[src/rtl/alu_pkg.sv]
// Shared opcode encodings and FSM state type for the sequential ALU.
package alu_pkg;

    localparam logic [3:0] OP_AND  = 4'b0000;
    localparam logic [3:0] OP_OR   = 4'b0001;
    localparam logic [3:0] OP_ADD  = 4'b0010;
    localparam logic [3:0] OP_XOR  = 4'b0011;
    localparam logic [3:0] OP_NEG  = 4'b0100;
    localparam logic [3:0] OP_SLTU = 4'b0101;
    localparam logic [3:0] OP_SUB  = 4'b0110;
    localparam logic [3:0] OP_SLT  = 4'b0111;
    localparam logic [3:0] OP_SLL  = 4'b1000;
    localparam logic [3:0] OP_SRL  = 4'b1001;
    localparam logic [3:0] OP_SRA  = 4'b1010;
    localparam logic [3:0] OP_MUL  = 4'b1100;

    typedef enum logic [1:0] {
        ST_IDLE = 2'd0,
        ST_BUSY = 2'd1,
        ST_DONE = 2'd2
    } state_t;

endpackage

[src/rtl/alu_mul_iter.sv]
// Iterative shift-add unsigned multiplier: one partial-product step per cycle,
// WIDTH steps per product. done_o flags the cycle whose step completes the product.
module alu_mul_iter #(
    parameter int WIDTH = 32
) (
    input  logic                 clk,
    input  logic                 rst,
    input  logic                 start_i,
    input  logic [WIDTH-1:0]     a_i,
    input  logic [WIDTH-1:0]     b_i,
    output logic                 done_o,
    output logic [2*WIDTH-1:0]   prod_o
);
    localparam int CW = $clog2(WIDTH);

    logic                 busy_q;
    logic [CW-1:0]        cnt_q;
    logic [WIDTH-1:0]     mcand_q;
    logic [2*WIDTH-1:0]   acc_q;
    logic [2*WIDTH-1:0]   acc_d;
    logic [WIDTH:0]       hi_sum;

    // Low half of acc_q starts as the multiplier and drains out as the product shifts in.
    always_comb begin
        hi_sum = {1'b0, acc_q[2*WIDTH-1:WIDTH]} + (acc_q[0] ? {1'b0, mcand_q} : '0);
        acc_d  = {hi_sum, acc_q[WIDTH-1:1]};
    end

    assign done_o = busy_q && (cnt_q == CW'(WIDTH - 1));
    assign prod_o = acc_d;

    always_ff @(posedge clk or posedge rst) begin
        if (rst) begin
            busy_q  <= 1'b0;
            cnt_q   <= '0;
            mcand_q <= '0;
            acc_q   <= '0;
        end else if (start_i) begin
            busy_q  <= 1'b1;
            cnt_q   <= '0;
            mcand_q <= a_i;
            acc_q   <= {{WIDTH{1'b0}}, b_i};
        end else if (busy_q) begin
            acc_q <= acc_d;
            cnt_q <= cnt_q + 1'b1;
            if (done_o) begin
                busy_q <= 1'b0;
            end
        end
    end

endmodule

[src/rtl/seq_alu.sv]
// Registered integer ALU with valid/ready on both sides and an iterative multiplier.
// Handshake: a transfer occurs on a rising edge where valid && ready; valid never waits on ready.
module seq_alu
    import alu_pkg::*;
#(
    parameter int WIDTH = 32,
    parameter int SHW   = $clog2(WIDTH)
) (
    input  logic             clk,
    input  logic             rst,
    input  logic             in_valid,
    output logic             in_ready,
    input  logic [WIDTH-1:0] a,
    input  logic [WIDTH-1:0] b,
    input  logic [3:0]       f,
    output logic             out_valid,
    input  logic             out_ready,
    output logic [WIDTH-1:0] s,
    output logic             overflow,
    output logic             carry,
    output logic             negative,
    output logic             zero
);
    state_t             state_q, state_d;
    logic [WIDTH-1:0]   s_q, s_d;
    logic               ovf_q, ovf_d;
    logic               cy_q, cy_d;

    logic [WIDTH-1:0]   res;
    logic               res_ovf, res_cy;
    logic [WIDTH:0]     add_w, sub_w, neg_w;
    logic [SHW-1:0]     sh;

    logic               accept, mul_start, mul_done, ld_alu, ld_mul;
    logic [2*WIDTH-1:0] prod;

    assign sh = b[SHW-1:0];

    always_comb begin
        res     = '0;
        res_ovf = 1'b0;
        res_cy  = 1'b0;
        add_w   = {1'b0, a} + {1'b0, b};
        sub_w   = {1'b0, a} - {1'b0, b};
        neg_w   = {(WIDTH+1){1'b0}} - {1'b0, a};
        case (f)
            OP_AND:  res = a & b;
            OP_OR:   res = a | b;
            OP_XOR:  res = a ^ b;
            OP_ADD: begin
                res     = add_w[WIDTH-1:0];
                res_cy  = add_w[WIDTH];
                res_ovf = (a[WIDTH-1] == b[WIDTH-1]) && (add_w[WIDTH-1] != a[WIDTH-1]);
            end
            OP_SUB: begin
                res     = sub_w[WIDTH-1:0];
                res_cy  = sub_w[WIDTH];
                res_ovf = (a[WIDTH-1] != b[WIDTH-1]) && (sub_w[WIDTH-1] != a[WIDTH-1]);
            end
            OP_NEG: begin
                res     = neg_w[WIDTH-1:0];
                res_cy  = neg_w[WIDTH];
                res_ovf = a[WIDTH-1] && (a[WIDTH-2:0] == '0);
            end
            OP_SLT:  res = {{(WIDTH-1){1'b0}}, $signed(a) < $signed(b)};
            OP_SLTU: res = {{(WIDTH-1){1'b0}}, a < b};
            OP_SLL:  res = a << sh;
            OP_SRL:  res = a >> sh;
            OP_SRA:  res = $signed(a) >>> sh;
            default: res = '0;
        endcase
    end

    alu_mul_iter #(.WIDTH(WIDTH)) u_mul (
        .clk     (clk),
        .rst     (rst),
        .start_i (mul_start),
        .a_i     (a),
        .b_i     (b),
        .done_o  (mul_done),
        .prod_o  (prod)
    );

    assign in_ready  = (state_q == ST_IDLE) || ((state_q == ST_DONE) && out_ready);
    assign out_valid = (state_q == ST_DONE);
    assign accept    = in_valid && in_ready;

    // Acceptance looks the same from IDLE and from a consuming DONE, so it is folded here.
    always_comb begin
        state_d   = state_q;
        mul_start = 1'b0;
        ld_alu    = 1'b0;
        ld_mul    = 1'b0;
        case (state_q)
            ST_IDLE, ST_DONE: begin
                if (accept) begin
                    if (f == OP_MUL) begin
                        state_d   = ST_BUSY;
                        mul_start = 1'b1;
                    end else begin
                        state_d = ST_DONE;
                        ld_alu  = 1'b1;
                    end
                end else if (state_q == ST_DONE && out_ready) begin
                    state_d = ST_IDLE;
                end
            end
            ST_BUSY: begin
                if (mul_done) begin
                    state_d = ST_DONE;
                    ld_mul  = 1'b1;
                end
            end
            default: state_d = ST_IDLE;
        endcase
    end

    always_comb begin
        s_d   = s_q;
        ovf_d = ovf_q;
        cy_d  = cy_q;
        if (ld_mul) begin
            s_d   = prod[WIDTH-1:0];
            ovf_d = |prod[2*WIDTH-1:WIDTH];
            cy_d  = 1'b0;
        end else if (ld_alu) begin
            s_d   = res;
            ovf_d = res_ovf;
            cy_d  = res_cy;
        end
    end

    always_ff @(posedge clk or posedge rst) begin
        if (rst) begin
            state_q <= ST_IDLE;
            s_q     <= '0;
            ovf_q   <= 1'b0;
            cy_q    <= 1'b0;
        end else begin
            state_q <= state_d;
            s_q     <= s_d;
            ovf_q   <= ovf_d;
            cy_q    <= cy_d;
        end
    end

    assign s        = s_q;
    assign overflow = ovf_q;
    assign carry    = cy_q;
    assign negative = s_q[WIDTH-1];
    assign zero     = (s_q == '0);

endmodule
[config.mk]
export PLATFORM = sky130hd
export DESIGN_NAME = seq_alu
export DESIGN_NICKNAME = d
export VERILOG_FILES = /design/src/rtl/alu_pkg.sv /design/src/rtl/alu_mul_iter.sv /design/src/rtl/seq_alu.sv
export SDC_FILE = /design/constraint.sdc
export NUM_CORES = 1
export LEC_CHECK = 0
export ABC_CLOCK_PERIOD_IN_PS = 4700
export BUFFER_PORTS_ARGS = -buffer_cell sky130_fd_sc_hd__buf_4
export CAP_MARGIN = 30
export CELL_PAD_IN_SITES_DETAIL_PLACEMENT = 2
export CELL_PAD_IN_SITES_GLOBAL_PLACEMENT = 2
export CORE_ASPECT_RATIO = 1.25
export CORE_MARGIN = 2
export CORE_UTILIZATION = 38
export CTS_BUF_LIST = sky130_fd_sc_hd__clkbuf_4
export DETAILED_ROUTE_END_ITERATION = 8
export PLACE_DENSITY_LB_ADDON = 0.08
export SYNTH_ARGS = -nofsm -noshare
export SYNTH_HDL_FRONTEND = slang
export SYNTH_SLANG_ARGS = --single-unit
[constraint.sdc]
create_clock -name clk -period 4.7 [get_ports clk]
set_input_delay 0.235 -clock clk [delete_from_list [all_inputs] [get_ports clk]]
set_output_delay 0.235 -clock clk [all_outputs]
set_load 0.05 [all_outputs]
==> metrics.md, run 1 <==
| Metric | Value |
|---|---|
| CP startpoint kind | `primary input` |
| Met2 WL | `42.9 mm` |
| Final HPWL DP | `66.3 mm` |
| Setup violations, final | `0` |
| Slew headroom | `0.300` |
| Crit path DAT | `roughly 4.7 ns` |
| IO Pins | `110` |
| Vias per cell | `6.41` |
| WP data required | `5.22 ns` |
| Longest Clk Path Bufs | `2` |
| Site row count | `86` |
| Syn. warnings | `0` |
| Sequential power share | `0.280` |
| Switching Share | `0.520` |
| Largest net degree at the start of global routing | `79` |
| Netlist Area Pre-Place | `0.0168 mm2` |
| Initial antenna violation count | `5` |
| Fin Setup TNS | `0 ns` |
| GRT Overall Usage | `0.369` |
| Worst Hold Class | `in2reg` |
| Net Count, Synth | `2428` |
| Fin util | `0.430` |
| Average size of a mapped cell | `~7.6 um2` |
| R2r worst-path depth | `13` |
| Worst Skew | `approximately 0.045 ns` |
| Max-slew violations | `0` |
| Endpoints failing hold | `0` |
| Port Buffers | `109` |
| Unique masters post-synth | `84` |
| Max VDD drop | `0.393 mV` |
| GP Congestion | `between 0.9 and 1` |
| Part of the power in combinational logic | `0.606` |
| Crit end category | `flip-flop` |
| Post-synth top area share | `0.206` |
| Min Tclk post-route | `4.18 ns` |
| Leakage Power | `8.22 nW` |
| First DRT Iteration DRCs | `1189` |
| Least-Margin Pin Slew | `1.04 ns` |
| Clock Tree Root | `clkbuf_4` |
| Die width | `192 um` |
| CP max FO | `15` |
| WL met3 | `3.23 mm` |
| RSZ-0062 raised after global routing | `no` |
| Area growth syn-to-layout | `12.5%` |
| Post-synth top flop | `dfrtp_1` |
| Die ar. | `0.0459 mm2` |
| Leading area contributor after synthesis | `dfrtp_1` |
| DRC viols | `0` |
| Wl on met1 | `33.0 mm` |
| Die Ht | `239 um` |
| H-Tree Depth | `4` |
| TritonCTS Sinks | `138` |
| Final period util | `0.890` |
| Core area | `about 0.044 mm2` |
| R2r endpoint | `overflow` |
| Post-CTS sizing | `0` |
| Synth top area cells | `dfrtp_1, ha_1, mux2i_1` |
| Seq cells post-synth | `roughly 140` |
| Run status | `finished clean` |
| Register area share after synthesis | `0.206` |
| Hold_ws | `0.0919 ns` |
| DR pass1 iterations | `5` |
| Hold path depth | `4` |
| CTS tree | `done` |
| Max layer used | `met5` |
| PwrDens | `382 mW/mm2` |
| Worst-path clk slew | `0.16 ns` |
| Internal | `3.47 mW` |
| Share of cells above drive strength 1 | `0.120` |
| Grt total ovfl | `0` |
| CTS buffer count | `17` |
| Hold Path Sink | `u_mul.mcand_q[0]` |
| Fill count | `5147` |
| Fmax | `239 MHz` |
| Reg2reg setup slack | `0.53 ns` |
| NetSw | `3.76 mW` |
| Number of global-route vias before repair | `19600` |
| Min-delay src | `a[0]` |
| Maxcap violations | `0` |
| Clock power frac | `0.114` |
| Mapped Cells | `2210` |
| Nets | `2494` |
| Post-DRT Antenna Nets | `0` |
| DR vias | `18300` |
| Post-synth EDFFs | `0` |
| Postcts setup bufs | `0` |
| Ys async rst share | `1.00` |
| Drt wl/cell | `29.8 um` |
| Post-Route WL | `85.2 mm` |
| Global-route wire length before repair | `126 mm` |
| Critical path class | `in2reg` |
| Starting density of the core | `0.383` |
| Clk Latency, worst-skew pair | `~0.68 ns` |
| FF-to-FF Start | `u_mul.acc_q[0]` |
-- routing by layer --
layer,up-vias,GRT usage
li1,8230,-
met1,9359,0.416
met2,526,0.653
met3,224,0.0483
met4,4,0.232
met5,-,0
-- kinds of logic after synthesis --
family	share of synthesized area
flops	0.206
buf+inv	0.0606
xor+xnor	0.0334
mux	0.110
simple gates	0.199
fa+ha+maj	0.110
compound gates	0.282
-- worst max-delay path: stages --
cell and delay (ns):
dlygate4sd3_1 0.54, buf_4 0.24, inv_1 0.14, ha_1 0.50, nor4_1 0.52, o21ai_0 0.16
a21oi_1 0.37, o41ai_2 0.24, o311ai_0 0.71, nand4_1 0.26, nand2_1 0.21, nor2_1 0.08
o32ai_1 0.31, a22oi_1 0.18
-- cells in the final DEF, fill, tap and decap left out, types with 38 or more instances in the layout --
master,instances
xnor2_1,50
nand3_1,40
dlygate4sd3_1,41
nand2_1,202
nor3_1,41
nor2_1,251
and2_1,43
o21ai_0,187
buf_4,159
ha_1,143
a211oi_1,38
a21oi_1,191
inv_1,102
mux2i_1,107
dfrtp_1,137
-- flip-flops by register name (all words and copies together) (netlist names) --
register / count
u_mul.busy_q: 1
u_mul.mcand_q: 32
state_q: 2
u_mul.cnt_q: 5
s: 32
u_mul.acc_q: 64
overflow: 1
carry: 1
-- what timing repair did --
item / in CTS / in global routing
endpoints found under the setup margin: 0 / 0
hold endpoints to repair: 101 / 0
hold buffers: 41 / 0
-- layout make-up --
class                   instances  area (um2)  share of cell area
clock inverters                14         130             0.00689
clock buffers                  18         135             0.00715
well taps                     572         716              0.0379
repair buffers                206        1690              0.0892
inverters                     106         403              0.0213
flip-flops and latches        138        3460               0.183
diodes                          2        5.00            0.000265
multi-input cells            1807       12400               0.654
-- cells in the mapped netlist, types with 5 or more instances --
master     count
nor2_1       253
nand2_1      202
a21oi_1      191
o21ai_0      187
ha_1         143
dfrtp_1      138
clkbuf_1     127
mux2i_1      107
inv_1        104
xnor2_1       50
nor3_1        45
and2_1        43
nand3_1       40
a211oi_1      38
mux4_2        32
a221oi_1      31
o22ai_1       31
a21o_1        27
nor4_1        27
a22oi_1       24
nor2b_1       23
nand4_1       21
o211ai_1      20
a31oi_1       17
buf_1         16
o21bai_1      15
and3_1        14
buf_2         14
o2111ai_1     14
xor2_1        14
a221o_1       13
nand2b_1      13
o221ai_1      13
o21a_1        12
or3_1         12
o31ai_1       10
a211o_1        9
or2_2          9
a2111oi_0      8
a32oi_1        7
o21ai_1        6
o31a_1         6
mux2_2         5
or4_1          5
-- power groups by stage --
stage,Clock [mW],Sequential [mW],Combinational [mW]
detailed placement,0,2.04,4.30
CTS,0.860,2.02,4.35
finish,0.827,2.02,4.38
global placement,0,2.02,4.14
global route,0.895,2.07,4.73
floorplan,0,2.06,2.80
-- metrics by stage --
step	power, mW	cells	setup WS, ns	instance area (um2)
6_report	7.23	2863	0.517	18900
5_1_grt	7.70	2863	0.195	18900
4_1_cts	7.23	2861	0.582	18900
3_5_place_dp	6.34	2788	0.468	18200
3_3_place_gp	6.15	2785	0.581	18200
2_1_floorplan	4.86	2210	0.580	16800
-- worst max path at each step --
stage	start	cells after the start	slack (ns)	to
6_report	a[9]	14	0.52	s[28]
5_1_grt	a[9]	14	0.20	s[28]
4_1_cts	u_mul.acc_q[0]	13	0.58	overflow
3_5_place_dp	a[8]	13	0.47	s[23]
3_3_place_gp	a[9]	13	0.58	s[28]
2_1_floorplan	b[2]	15	0.58	s[0]
(Power assumes the default switching activity.)
==> inputs of run 2 (changes only) <==
--- a/config.mk
+++ b/config.mk
@@ -5,14 +5,13 @@
 export SDC_FILE = /design/constraint.sdc
 export NUM_CORES = 1
 export LEC_CHECK = 0
-export ABC_CLOCK_PERIOD_IN_PS = 4700
+export ABC_CLOCK_PERIOD_IN_PS = 3700
 export BUFFER_PORTS_ARGS = -buffer_cell sky130_fd_sc_hd__buf_4
 export CAP_MARGIN = 30
 export CELL_PAD_IN_SITES_DETAIL_PLACEMENT = 2
 export CELL_PAD_IN_SITES_GLOBAL_PLACEMENT = 2
 export CORE_ASPECT_RATIO = 1.25
-export CORE_MARGIN = 2
-export CORE_UTILIZATION = 38
+export CORE_UTILIZATION = 34
 export CTS_BUF_LIST = sky130_fd_sc_hd__clkbuf_4
 export DETAILED_ROUTE_END_ITERATION = 8
 export PLACE_DENSITY_LB_ADDON = 0.08
==> constraint.sdc (replaced) <==
create_clock -name clk -period 3.7 [get_ports clk]
set_input_delay 0.185 -clock clk [delete_from_list [all_inputs] [get_ports clk]]
set_output_delay 0.185 -clock clk [all_outputs]
set_load 0.05 [all_outputs]
==> run 2 against run 1 <==
Net effect: clock-buffer cell count is the same; cell count grew 8.9%; die area grew 9.6%; non-clock buffer count grew 181; via count grew 4.3%; wire length grew 4.3%; power grew 36%; clock skew grew 0.0075 ns; flip-flop and latch count is the same.
==> metrics.md, run 2 (synthesis gave the netlist of run 1 again) <==
| Metric | Value |
|---|---|
| Slew headroom | `0.311 (+0.0114)` |
| Design Power | `9.85 mW (+36%)` |
| Post-DRT Antenna Nets | `0 (unchanged)` |
| Worst Skew | `0.0522 ns (+0.00754 ns)` |
| Crit end category | `flip-flop` |
| CTS buffer count | `17 (unchanged)` |
| Port Buffers | `109 (unchanged)` |
| Top Usage Layer GRT | `met2` |
| WP data required | `4.26 ns (-0.96 ns)` |
| Core area | `0.0485 mm2 (+11%)` |
| Clock Tree Root | `clkbuf_4` |
| Max reg flops | `64 (unchanged)` |
| Vias per cell | `6.13 (-4.3%)` |
| Multi-input logic area | `0.0124 mm2 (+0.64%)` |
| Endpoints failing hold | `0 (unchanged)` |
| M2 GR Usage | `0.629 (-0.0242)` |
| Critical path class | `reg2reg` |
| Die ar. | `0.0503 mm2 (+9.6%)` |
| CTS tree | `done` |
| Met1 Resource Use GR | `0.382 (-0.0338)` |
| Fill count | `5615 (+9.1%)` |
| DR vias | `19100 (+4.3%)` |
| First DRT Iteration DRCs | `1187 (-0.17%)` |
| RSZ-0062 raised after global routing | `yes` |
| Largest register by flop count | `u_mul.acc_q` |
| Crit path DAT | `4.26 ns (-0.44 ns)` |
| Die width | `201 um (+4.6%)` |
| H-Tree Depth | `4 (unchanged)` |
| Die Ht | `251 um (+4.8%)` |
| Nets | `2675 (+7.3%)` |
| Starting density of the core | `0.346 (-0.0365)` |
| IO Pins | `110 (unchanged)` |
| Longest Clk Path Bufs | `2 (unchanged)` |
| DP Cell Count | `3023 (+8.4%)` |
| Max VDD drop | `0.234 mV (-41%)` |
| PwrDens | `479 mW/mm2 (+25%)` |
| CP max FO | `2 (-13)` |
| DR pass1 iterations | `5 (unchanged)` |
| Largest net degree at the start of global routing | `79 (unchanged)` |
| Reg area | `0.00346 mm2 (unchanged)` |
| Met3 Track Usage GR | `0.0424 (-0.00588)` |
| Most frequent cells in the layout | `buf_4, nor2_1, nand2_1, a21oi_1, o21ai_0` |
| Global-route wire length before repair | `132 mm (+5.3%)` |
| Worst Hold Class | `in2reg` |
| Clk Latency, worst-skew pair | `0.71 ns (+0.03 ns)` |
| Number of global-route vias before repair | `20800 (+5.8%)` |
| Max-slew violations | `0 (unchanged)` |
| Min Tclk post-route | `3.69 ns` |
| Setup violations, final | `0 (unchanged)` |
| Site row count | `90 (+4.7%)` |
| Area growth syn-to-layout | `22.4%` |
| Share of cells above drive strength 1 | `0.184 (+0.0637)` |
| Leakage Power | `9.13 nW (+11%)` |
| Final Non-Filler Cells | `3118 (+8.9%)` |
| GRT Overall Usage | `0.351 (-0.0183)` |
| Drt wl/cell | `28.5 um (-4.2%)` |
| Post-Route WL | `88.8 mm (+4.3%)` |
| Least-Margin Pin Slew | `1.03 ns (-0.0117 ns)` |
| Run status | `finished clean` |
| Grt total ovfl | `0 (unchanged)` |
| Fmax | `271 MHz` |
| Final period util | `0.998` |
| Final HPWL DP | `70.5 mm (+6.4%)` |
| TritonCTS Sinks | `138 (unchanged)` |
| GP Congestion | `0.974 (-0.60%)` |
| CP startpoint kind | `flip-flop` |
| Most common cell after layout, fill and taps aside | `buf_4` |
| DRC viols | `0 (unchanged)` |
| Initial antenna violation count | `3 (-2)` |
| Maxcap violations | `0 (unchanged)` |
| Worst-path clk slew | `0.16 ns (about the same)` |
==> run 2: area by class of cell <==
cell class | count | share of cell area
Tap cell | 644 | 0.0392
Sequential cell | 138 | 0.168
Inverter | 106 | 0.0195
Clock inverter | 14 | 0.00779
Timing Repair Buffer | 387 | 0.153
Antenna cell | 4 | 0.000487
Multi-Input combinational cell | 1807 | 0.605
Clock buffer | 18 | 0.00657
==> run 2: worst max-delay path: stages (launching register included) <==
cell and delay, ns:
dfrtp_1 0.43, and2_1 0.15, ha_1 0.21, fa_2 0.39, a211oi_4 0.28, o21ai_2 0.09, a31o_2 0.28, a31oi_4 0.21
a2111oi_4 0.12, or4b_4 0.53, a22o_1 0.21, nor4_2 0.27, nand4b_1 0.12, o31a_1 0.25
==> run 2: where the power goes <==
part	leakage, nW	internal (mW)	switching, mW
Combinational	7.26	2.46	3.69
Sequential	1.71	2.07	0.484
Clock	0.158	0.425	0.717
Total	9.13	4.96	4.89
==> run 2: metal layers <==
layer  share of wire  vias to the layer above
li1                -                     8594
met2            0.51                      533
met3           0.035                      257
met1            0.38                     9739
met4           0.079                        0
met5               0                        -
==> run 2: repair_timing <==
item	4_1_cts	5_1_grt
hold buffers	57	0
endpoints found under the setup margin	2	4
setup buffers	1	1
gates resized for setup	8	11
endpoints found under the hold margin	79	0
pin swaps	5	2
==> run 2: final timing paths <==
kind	from	endpoint	slack [ns]	cells past startpoint
min	a[29]	u_mul.mcand_q[29]	0.05	3
min in group asynchronous	rst	u_mul.cnt_q[2]	0.13	3
max in group asynchronous	rst	u_mul.mcand_q[8]	2.74	4
min reg2reg	u_mul.mcand_q[12]	u_mul.mcand_q[12]	0.49	2
max	u_mul.mcand_q[0]	overflow	0.006	13
max reg2reg	u_mul.mcand_q[0]	overflow	0.006	13
==> run 2: metrics by stage <==
step                TNS [ns]  hold WS [ns]  instance area [um2]   util  worst slack [ns]
floorplan            -0.0702         0.302                16800      -           -0.0702
global placement       -1.63         0.344                19600  0.403             -1.13
detailed placement     -1.62         0.353                19600  0.404            -0.460
CTS                        0       0.00732                20500  0.423           0.00385
global route         -0.0837        0.0109                20600  0.424           -0.0837
finish                     0        0.0495                20600  0.424           0.00584
==> inputs of run 3 (changes only) <==
--- a/config.mk
+++ b/config.mk
@@ -11,10 +11,13 @@
 export CELL_PAD_IN_SITES_DETAIL_PLACEMENT = 2
 export CELL_PAD_IN_SITES_GLOBAL_PLACEMENT = 2
 export CORE_ASPECT_RATIO = 1.25
-export CORE_UTILIZATION = 34
+export CORE_UTILIZATION = 35
 export CTS_BUF_LIST = sky130_fd_sc_hd__clkbuf_4
 export DETAILED_ROUTE_END_ITERATION = 8
 export PLACE_DENSITY_LB_ADDON = 0.08
+export SLEW_MARGIN = 40
 export SYNTH_ARGS = -nofsm -noshare
 export SYNTH_HDL_FRONTEND = slang
+export SYNTH_HIERARCHICAL = 1
 export SYNTH_SLANG_ARGS = --single-unit
+export TNS_END_PERCENT = 20
==> run 3 against run 2 <==
Net effect: the flow now finishes with violations (DRC); register-to-register slack improved by 0.05 ns; sequential power rose by 3%; synthesized area rose by 9.0%; via count rose by 6.8%; critical path depth rose by 6; die area rose by 5.8%; sequential share of layout area fell by 0.96 points; worst setup slack improved by 0.053 ns; global-route usage rose by 1.6 points; utilization fell by 0.051 points; fmax rose by 1.5%.
==> metrics.md, run 3 <==
| Metric | Value |
|---|---|
| Run status | `finished with violations` |
| Failing checks | `DRC` |
| Maxcap violations | `0 (unchanged)` |
| Area growth syn-to-layout | `19.2%` |
| PwrDens | `490 mW/mm2 (+2.2%)` |
| Final Non-Filler Cells | `3229 (+3.6%)` |
| DR pass1 iterations | `7 (+2)` |
| Leakage Power | `9.66 nW (+5.8%)` |
| Ys async rst share | `1.00 (unchanged)` |
| Final period util | `0.984 (-0.0143)` |
| Endpoints failing hold | `0 (unchanged)` |
| Part of the power in combinational logic | `0.645 (+0.020)` |
| DP Cell Count | `3115 (+3.0%)` |
| Syn. warnings | `6 (+6)` |
| Min Tclk post-route | `3.64 ns (-0.0530 ns)` |
| Die ar. | `0.0532 mm2 (+5.8%)` |
| TritonCTS Sinks | `138 (unchanged)` |
| Max-slew violations | `0 (unchanged)` |
| Most frequent cells in the layout | `buf_4, nor2_1, nand2_1, o21ai_0, a21oi_1` |
| DR vias | `20400 (+6.8%)` |
| Netlist Area Pre-Place | `0.0183 mm2 (+9.0%)` |
| Largest register by flop count | `u_mul/acc_q` |
| Final WS setup | `0.0589 ns (+0.0530 ns)` |
| CP max stage delay | `0.46 ns (-0.07 ns)` |
| Clock power frac | `0.107 (-0.009)` |
| CP delay by family, top | `compound AO/OA/AOI/OAI gates` |
| Largest net degree at the start of global routing | `91 (+15%)` |
| Clock Tree Root | `clkbuf_4` |
| Die width | `207 um (+2.9%)` |
| Synth top cells by count | `nor2_1, nand2_1, o21ai_0, a21oi_1, ha_1` |
| Sequential power share | `0.248 (-0.012)` |
| Synth top area cells | `dfrtp_1, ha_1, mux2i_1` |
| First DRT Iteration DRCs | `1537 (+29%)` |
| Post-Route WL | `97.4 mm (+9.6%)` |
| Post-synth top flop | `dfrtp_1` |
| Crit end category | `flip-flop` |
| Critical path class | `reg2reg` |
| WP data required | `4.38 ns (+0.12 ns)` |
| Worst Hold Class | `in2reg` |
| Reg area | `0.00346 mm2 (unchanged)` |
| Post-synth EDFFs | `0 (unchanged)` |
| Count leader, synth | `nor2_1` |
| Place WS | `-0.0694 ns (+0.390 ns)` |
| Core area | `0.0515 mm2 (+6.2%)` |
| Seq cells post-synth | `138 (unchanged)` |
| CTS buffer count | `17 (unchanged)` |
| Max VDD drop | `0.388 mV (+66%)` |
| Die Ht | `258 um (+2.9%)` |
| Least-Margin Pin Slew | `0.737 ns (-0.291 ns)` |
| Port Buffers | `109 (unchanged)` |
| Fill count | `5901 (+5.1%)` |
| Worst-path cell chain | `buf_4 > nand2_1 > inv_1 > ha_1 > a21o_1 > and4_4 > o21ai_2 > nand3_2 > a211oi_4 > a21oi_4 > o2bb2ai_2 > xor2_1 > inv_1 > nor4_2 > nand4_1 > nor2_2 > nand4_1 > o31ai_1 > a21oi_1` |
| Register area share after synthesis | `0.189 (-0.0169)` |
| Setup violations, final | `0 (unchanged)` |
| GP Congestion | `0.965 (-0.91%)` |
| Internal | `5.15 mW (+3.8%)` |
| Multi-input logic area | `0.0136 mm2 (+9.4%)` |
| NetSw | `5.54 mW (+13%)` |
| Leading area contributor after synthesis | `dfrtp_1` |
| Max reg flops | `64 (unchanged)` |
| Global-route wire length before repair | `145 mm (+9.4%)` |
| Fmax | `275 MHz (+1.5%)` |
| Grt total ovfl | `0 (unchanged)` |
| CP max FO | `3 (+1)` |
| Drt wl/cell | `30.2 um (+5.8%)` |
| Final HPWL DP | `74.1 mm (+5.2%)` |
| Worst Skew | `0.0416 ns (-0.0106 ns)` |
| Hold_ws | `0.135 ns (+0.0851 ns)` |
| Nets | `2763 (+3.3%)` |
| Worst path slowest cell | `dfrtp_1` |
| Longest Clk Path Bufs | `2 (unchanged)` |
| Unique masters post-synth | `102 (+21%)` |
| GRT Overall Usage | `0.367 (+0.0158)` |
| CTS tree | `done` |
| Average size of a mapped cell | `7.76 um2 (+2.0%)` |
| Bufs and invs on worst path | `3 (+3)` |
| IO Pins | `110 (unchanged)` |
| RSZ-0062 raised after global routing | `yes` |
| Slew headroom | `0.496 (+0.185)` |
| Initial antenna violation count | `3 (unchanged)` |
| Switching Share | `0.518 (+0.0216)` |
| Share of cells above drive strength 1 | `0.198 (+0.0144)` |
| Worst-path clk slew | `0.18 ns (+0.02 ns)` |
| Design Power | `10.7 mW (+8.5%)` |
| CP startpoint kind | `flip-flop` |
| Net Count, Synth | `2578 (+6.2%)` |
| Mapped Cells | `2360 (+6.8%)` |
| Vias per cell | `6.32 (+3.1%)` |
| H-Tree Depth | `4 (unchanged)` |
| Site row count | `93 (+3.3%)` |
| Clk Latency, worst-skew pair | `0.81 ns (+0.10 ns)` |
| Crit path DAT | `4.32 ns (+0.06 ns)` |
| Post-synth top area share | `0.189 (-0.0169)` |
| Most common cell after layout, fill and taps aside | `buf_4` |
| Design area | `0.0218 mm2 (+6.1%)` |
| Post-DRT Antenna Nets | `0 (unchanged)` |
| DRC viols | `20 (+20)` |
| Number of global-route vias before repair | `22100 (+6.4%)` |
| Post-place instance area | `0.0206 mm2 (+4.9%)` |
| Starting density of the core | `0.355 (+0.00896)` |
## run 3: cell count changes after synthesis, sizes merged, moves of 18 or more
cell,change
o21ai,-18
mux2i,+18
buf,+52
a21oi,-25
nor2,-25
inv,+29
mux2,+50
o211ai,+18
## run 3: logic make-up after synthesis
group / synth area share
buf+inv: 0.0807
compound gates: 0.268
simple gates: 0.190
xor+xnor: 0.0335
mux: 0.138
flops: 0.189
fa+ha+maj: 0.101
## run 3: cell type report
cell class	count	area share
Antenna cell	6	0.000688
Inverter	134	0.0234
Sequential cell	138	0.158
Timing Repair Buffer	378	0.143
Tap cell	665	0.0381
Clock inverter	15	0.00677
Clock buffer	17	0.00585
Multi-Input combinational cell	1876	0.624
## run 3: worst reg2reg max path, cell delays in order, from the launching register on
cell       delay, ns
dfrtp_1         0.46
buf_4           0.15
nand2_1         0.10
inv_1           0.06
ha_1            0.27
a21o_1          0.19
and4_4          0.20
o21ai_2         0.19
nand3_2         0.16
a211oi_4        0.33
a21oi_4         0.11
o2bb2ai_2       0.18
xor2_1          0.20
inv_1           0.08
nor4_2          0.24
nand4_1         0.14
nor2_2          0.17
nand4_1         0.13
o31ai_1         0.10
a21oi_1         0.07
## run 3: what timing repair did
item,in CTS,in global routing
setup buffers,2,6
gates resized for setup,4,33
pin swaps,3,17
hold buffers,67,0
hold endpoints to repair,224,0
setup endpoints to repair,1,2
## run 3: worst paths after layout
kind	end	from	cells past startpoint	slack, ns
worst max-delay path	overflow	u_mul/acc_q[0]	19	0.06
worst min-delay path	u_mul/cnt_q[4]	f[3]	4	0.13
worst max register to register	overflow	u_mul/acc_q[0]	19	0.06
worst min register to register	u_mul/mcand_q[16]	u_mul/mcand_q[16]	1	0.53
max in group asynchronous	u_mul/acc_q[20]	rst	5	2.14
min in group asynchronous	s[22]	rst	4	0.67
## run 3: routing by layer
metal	part of all wire	global-route usage
met4	0.053	0.186
met3	0.049	0.0560
met1	0.41	0.446
met2	0.49	0.620
met5	0	0
## run 3: per-stage QoR
stage	setup TNS, ns	utilization
after floorplan	0	-
after global placement	0	0.399
after detailed placement	-0.0745	0.399
after CTS	0	0.418
after global routing	-0.186	0.423
final	0	0.423
## run 3: power by group through the flow
stage	registers [mW]	logic [mW]	clock network (mW)
final	2.64	6.90	1.14
after global routing	2.69	7.42	1.24
after CTS	2.62	6.61	1.21
after detailed placement	2.64	6.48	0
after global placement	2.62	6.22	0
after floorplan	2.62	4.16	0
